**src/rtl/fifo_wide2narrow.sv**
```systemverilog
// Width-down-converting FIFO: stores IN_W-bit words and streams each one out as
// IN_W/OUT_W chunks through a holding register. Chunk order and per-chunk byte swap are selectable.
module fifo_wide2narrow #(
   parameter int IN_W      = 128,
   parameter int OUT_W     = 32,
   parameter int DEPTH     = 16,
   parameter bit BYTE_SWAP = 1'b1,
   parameter bit MSW_FIRST = 1'b0
) (
   input  logic                     clk,
   input  logic                     rst,
   input  logic                     in_valid_i,
   output logic                     in_ready_o,
   input  logic [IN_W-1:0]          in_data_i,
   output logic                     out_valid_o,
   input  logic                     out_ready_i,
   output logic [OUT_W-1:0]         out_data_o,
   output logic                     out_last_o,
   output logic [$clog2(DEPTH):0]   level_o,
   output logic                     full_o,
   output logic                     empty_o
);

   localparam int N  = IN_W / OUT_W;
   localparam int AW = $clog2(DEPTH);
   localparam int PW = AW + 1;
   localparam int CW = (N > 1) ? $clog2(N) : 1;
   localparam logic [CW-1:0] LAST_IDX = CW'(N - 1);

   logic [IN_W-1:0]  mem_q [DEPTH];
   logic [PW-1:0]    wr_ptr_q, wr_ptr_d;
   logic [PW-1:0]    rd_ptr_q, rd_ptr_d;
   logic [IN_W-1:0]  hold_q, hold_d;
   logic             hold_vld_q, hold_vld_d;
   logic [CW-1:0]    idx_q, idx_d;

   logic             store_empty;
   logic             do_write;
   logic             do_accept;
   logic             do_reload;
   logic [CW-1:0]    sel;
   logic [OUT_W-1:0] chunk;

   // The MSB of each pointer counts laps, so equal low bits with differing MSBs means full.
   assign store_empty = (wr_ptr_q == rd_ptr_q);
   assign full_o      = (wr_ptr_q[AW] != rd_ptr_q[AW]) && (wr_ptr_q[AW-1:0] == rd_ptr_q[AW-1:0]);
   assign level_o     = wr_ptr_q - rd_ptr_q;
   assign in_ready_o  = !full_o;
   assign empty_o     = store_empty && !hold_vld_q;

   assign out_valid_o = hold_vld_q;
   assign out_last_o  = hold_vld_q && (idx_q == LAST_IDX);

   assign do_write  = in_valid_i && in_ready_o;
   assign do_accept = hold_vld_q && out_ready_i;
   assign do_reload = !store_empty && (!hold_vld_q || (do_accept && out_last_o));

   always_comb begin
      wr_ptr_d   = wr_ptr_q;
      rd_ptr_d   = rd_ptr_q;
      hold_d     = hold_q;
      hold_vld_d = hold_vld_q;
      idx_d      = idx_q;
      if (do_write) begin
         wr_ptr_d = wr_ptr_q + 1'b1;
      end
      if (do_reload) begin
         hold_d     = mem_q[rd_ptr_q[AW-1:0]];
         hold_vld_d = 1'b1;
         idx_d      = '0;
         rd_ptr_d   = rd_ptr_q + 1'b1;
      end else if (do_accept) begin
         if (out_last_o) begin
            hold_vld_d = 1'b0;
            idx_d      = '0;
         end else begin
            idx_d = idx_q + 1'b1;
         end
      end
   end

   always_ff @(posedge clk) begin
      if (rst) begin
         wr_ptr_q   <= '0;
         rd_ptr_q   <= '0;
         hold_vld_q <= 1'b0;
         idx_q      <= '0;
      end else begin
         wr_ptr_q   <= wr_ptr_d;
         rd_ptr_q   <= rd_ptr_d;
         hold_vld_q <= hold_vld_d;
         idx_q      <= idx_d;
      end
   end

   // NOTE: storage and the holding data path carry no reset; validity is tracked by the
   // pointers and hold_vld_q, so clearing the array would only cost reset fan-out.
   always_ff @(posedge clk) begin
      hold_q <= hold_d;
      if (do_write) begin
         mem_q[wr_ptr_q[AW-1:0]] <= in_data_i;
      end
   end

   always_comb begin
      sel   = MSW_FIRST ? (LAST_IDX - idx_q) : idx_q;
      chunk = hold_q[int'(sel)*OUT_W +: OUT_W];
   end

   generate
      if (BYTE_SWAP) begin : g_swap
         for (genvar b = 0; b < OUT_W/8; b++) begin : g_byte
            assign out_data_o[b*8 +: 8] = chunk[(OUT_W/8-1-b)*8 +: 8];
         end
      end else begin : g_pass
         assign out_data_o = chunk;
      end
   endgenerate

endmodule
```
**config.mk**
```make
export PLATFORM = sky130hd
export DESIGN_NAME = fifo_wide2narrow
export DESIGN_NICKNAME = d
export VERILOG_FILES = /design/src/rtl/fifo_wide2narrow.sv
export SDC_FILE = /design/constraint.sdc
export NUM_CORES = 2
export LEC_CHECK = 0
export ABC_AREA = 1
export BUFFER_PORTS_ARGS = -buffer_cell sky130_fd_sc_hd__buf_2
export CORE_MARGIN = 2
export CORE_UTILIZATION = 50
export CTS_CLUSTER_SIZE = 28
export DETAILED_ROUTE_END_ITERATION = 12
export PLACE_DENSITY = 0.66
export SYNTH_ARGS = -nofsm -noshare
export SYNTH_HDL_FRONTEND = slang
export SYNTH_SLANG_ARGS = --single-unit
```
**constraint.sdc**
```tcl
create_clock -name clk -period 29.1 [get_ports clk]
set_input_delay 2.91 -clock clk [delete_from_list [all_inputs] [get_ports clk]]
set_output_delay 2.91 -clock clk [all_outputs]
set_load 0.01 [all_outputs]
```
==> summary.txt <==
Run status
  – Status: complete, no violations

STA
  – Period utilization: 0.213
  – RSZ-0062 raised after global routing: false
  – Fmax: ~0.16 GHz
  – Final clock skew: 0.0524 ns
  – Slew margin rel.: 0.219
  – Slew Limit Fails: 0
  – Final setup fails: 0
  – Worst-Margin Slew: between 1 and 1.5 ns
  – Setup TNS: 0 ns
  – Final Hold Fails: 0
  – Minimum clock period: ~6.2 ns

Drt
  – Vias per cell: 5.14
  – Initial drt markers: roughly 6400
  – Pre-Repair DR Iteration Count: 5
  – Final ANT Viol Nets: 0
  – Post-detailed-route wirelength per cell: about 20 microns
  – Via count: a little over 60000
  – Drt drc: 0
  – Final WL: 242000 microns

Flow run
  – Max-cap check violation count: 0

Pwr
  – Power Dens Cells: 83.0 nW/um^2
  – Sw power: around 0.0029 W
  – Sequential share of power: 0.445
  – Cell internal pwr: 0.00577 W
  – Clock network power share: 0.317
  – Max IR drop VDD: approximately 0.080 mV
  – Comb pwr share: 0.239
  – Sw frac: 0.333
  – LEAKAGE: 45.3 nW

Min path
  – Worst hold path class: flop to flop

Placement
  – Placed Area: around 97000 sq um
  – Post-DP HPWL: roughly 130000 microns
  – Final RePlAce weighted congestion: between 0.8 and 0.9
  – Buffers on Ports: around 170

Logic synthesis
  – Synth Area per Inst: roughly 10 sq um
  – Area contributors post-synth: edfxtp_1 (69%), nand2_1 (12%), inv_1 (7.7%), nand3_1 (6.9%), buf_2 (1.2%)
  – Flop and latch count out of synthesis: ~2200
  – Post-synth EDFFs: around 2200
  – Synth cell count leaders: nand2_1 (3114), edfxtp_1 (2176), inv_1 (1939)
  – Most common cell in the netlist: nand2_1
  – Prevailing post-synth register cell: edfxtp_1
  – Synth top area share: 0.694
  – Netlist cell types: 22
  – Mapped Area: 94200 sq um
  – Seq/Total Area, Yosys: 0.697
  – Ys async rst share: 0
  – Cell count after synthesis: just over 9000
  – Synth area leader: edfxtp_1
  – Synthesized Nets: just over 9000
  – Ys Warns: 0

Global routing
  – Overflow after GRT: 0
  – GR Util All Layers: 0.251
  – Initial antenna violation count: 45
  – Vias in the first global route: between 50000 and 60000
  – First-pass GRT wire length: approximately 360000 microns
  – Pin count of the biggest net entering global routing: between 200 and 250

Die
  – Die width: ~440 microns
  – Core ar.: roughly 190000 sq um
  – Die area: around 190000 sq um
  – Die Ht: ~440 microns
  – IO Count: 174
  – Initial Util: 0.503
  – Num rows: between 150 and 200

Finish
  – Layout area overhead: 10.6%
  – Post-route cell area: approximately 100000 sq um
  – Final net count: ~9400
  – Util after Layout: 0.556
  – Share of cells above drive strength 1: 0.0615

Worst setup path
  – R2R depth: 12
  – Worst setup path endpoint: out_data_o[31]
  – R2r startpoint: rd_ptr_q[0]
  – Reg-to-Reg End: hold_q[57]
  – Critical path startpoint: idx_q[1]
  – Critical Path AT: between 3 and 4 ns
  – WP data required: ~26 ns
  – Kind of critical path: flop to output pin
  – Crit Path Max Fanout: 35
  – R2r setup slk: 23.58 ns
  – CP endpoint kind: output pin
  – Worst Setup Start Kind: flop

Clock tree
  – Clk sinks: around 2200
  – # resized after CTS: 0
  – Cts hold-fix bufs: 0
  – Deepest clock path buffer count: 3
  – Post-CTS setup buffer count: 0
  – CTS tree: yes
  – H-tree Lvls: 4
  – TritonCTS buffer count: approximately 220
  – Root Driver: clkbuf_16
  – Clk_lat worst skew: around 0.87 ns
  – Worst-path clk slew: 0.06 ns
kinds of logic (layout without fill, tap and decap cells):
logic type | after synthesis | count (layout) | synth area share
xor gates and xnor gates | 5 | 5 | 0.000465
DFF | 2189 | 2189 | 0.697
other | 0 | 11 | 0
and+or+nand+nor | 4504 | 4504 | 0.197
buffers and inverters | 2373 | 2602 | 0.0983
AOI/OAI and AO/OA | 111 | 111 | 0.00632
adders and majority gates | 11 | 11 | 0.00154
worst min-delay path by stage:
| stage | cells past startpoint | end | startpoint | slack (ns) |
|---|---|---|---|---|
| after floorplan | 2 | wr_ptr_q[4] | wr_ptr_q[4] | 0.48 |
| after global routing | 2 | rd_ptr_q[4] | rd_ptr_q[4] | 0.57 |
| after global placement | 2 | wr_ptr_q[4] | wr_ptr_q[4] | 0.51 |
| after detailed placement | 2 | rd_ptr_q[4] | rd_ptr_q[4] | 0.52 |
| after CTS | 2 | rd_ptr_q[4] | rd_ptr_q[4] | 0.53 |
| final | 2 | rd_ptr_q[4] | rd_ptr_q[4] | 0.53 |
cells in the final DEF, fill, tap and decap left out, types with 46 or more instances in the layout:
cell,synthesis,layout
nand2_1,3114,3114
clkbuf_16,0,218
o21ai_0,69,69
buf_4,14,67
nor2_1,89,75
edfxtp_1,2176,2176
nand3_1,1292,1292
buf_2,231,173
clkinv_1,1,64
clkbuf_1,137,46
inv_1,1939,1935
worst max-delay path: stages (launching register included):
cell and delay, ns:
dfxtp_1 0.30, buf_4 0.24, inv_1 0.83, o21ai_0 0.24, o22ai_1 0.54, buf_2 0.25
power by group through the flow:
stage	Sequential, W	Combinational [W]	Clock (W)
after floorplan	0.00378	0.00145	0
after global placement	0.00391	0.00202	0
after detailed placement	0.00390	0.00205	0
after CTS	0.00384	0.00206	0.00277
after global routing	0.00384	0.00229	0.00289
final	0.00384	0.00206	0.00274
layout make-up:
class	count	area, sq um
antenna	11	27.5
multi-input combinational	4631	19400
tap	2495	3120
timing repair buffer	254	1650
fill	15500	83300
inverter	1942	7320
sequential	2189	65600
clock inverter	142	1320
clock buffer	264	5630
per-stage QoR:
stage | worst slack (ns) | hold WS, ns | instances | power (W)
floorplan | 16.66 | 0.478 | 9193 | 0.00523
global placement | 22.63 | 0.512 | 11500 | 0.00593
detailed placement | 22.62 | 0.524 | 11500 | 0.00595
CTS | 22.95 | 0.534 | 11900 | 0.00867
global route | 22.89 | 0.566 | 11900 | 0.00902
finish | 22.89 | 0.527 | 11900 | 0.00865
per-layer routing:
metal  vias up  wire (microns)  GRT usage
met5         -              68          0
met4        10           10500      0.110
met3       448           16100     0.0322
met2      2242          118000      0.422
met1     29400           97600      0.327
li1      29200               -          -
sequential cells by signal (all words and copies together) (netlist names):
| signal | cells |
|---|---|
| rd_ptr_q | 5 |
| hold_q | 128 |
| wr_ptr_q | 5 |
| out_valid_o | 1 |
| idx_q | 2 |
| mem_q | 2048 |
Power figures use the tool's default switching activity.
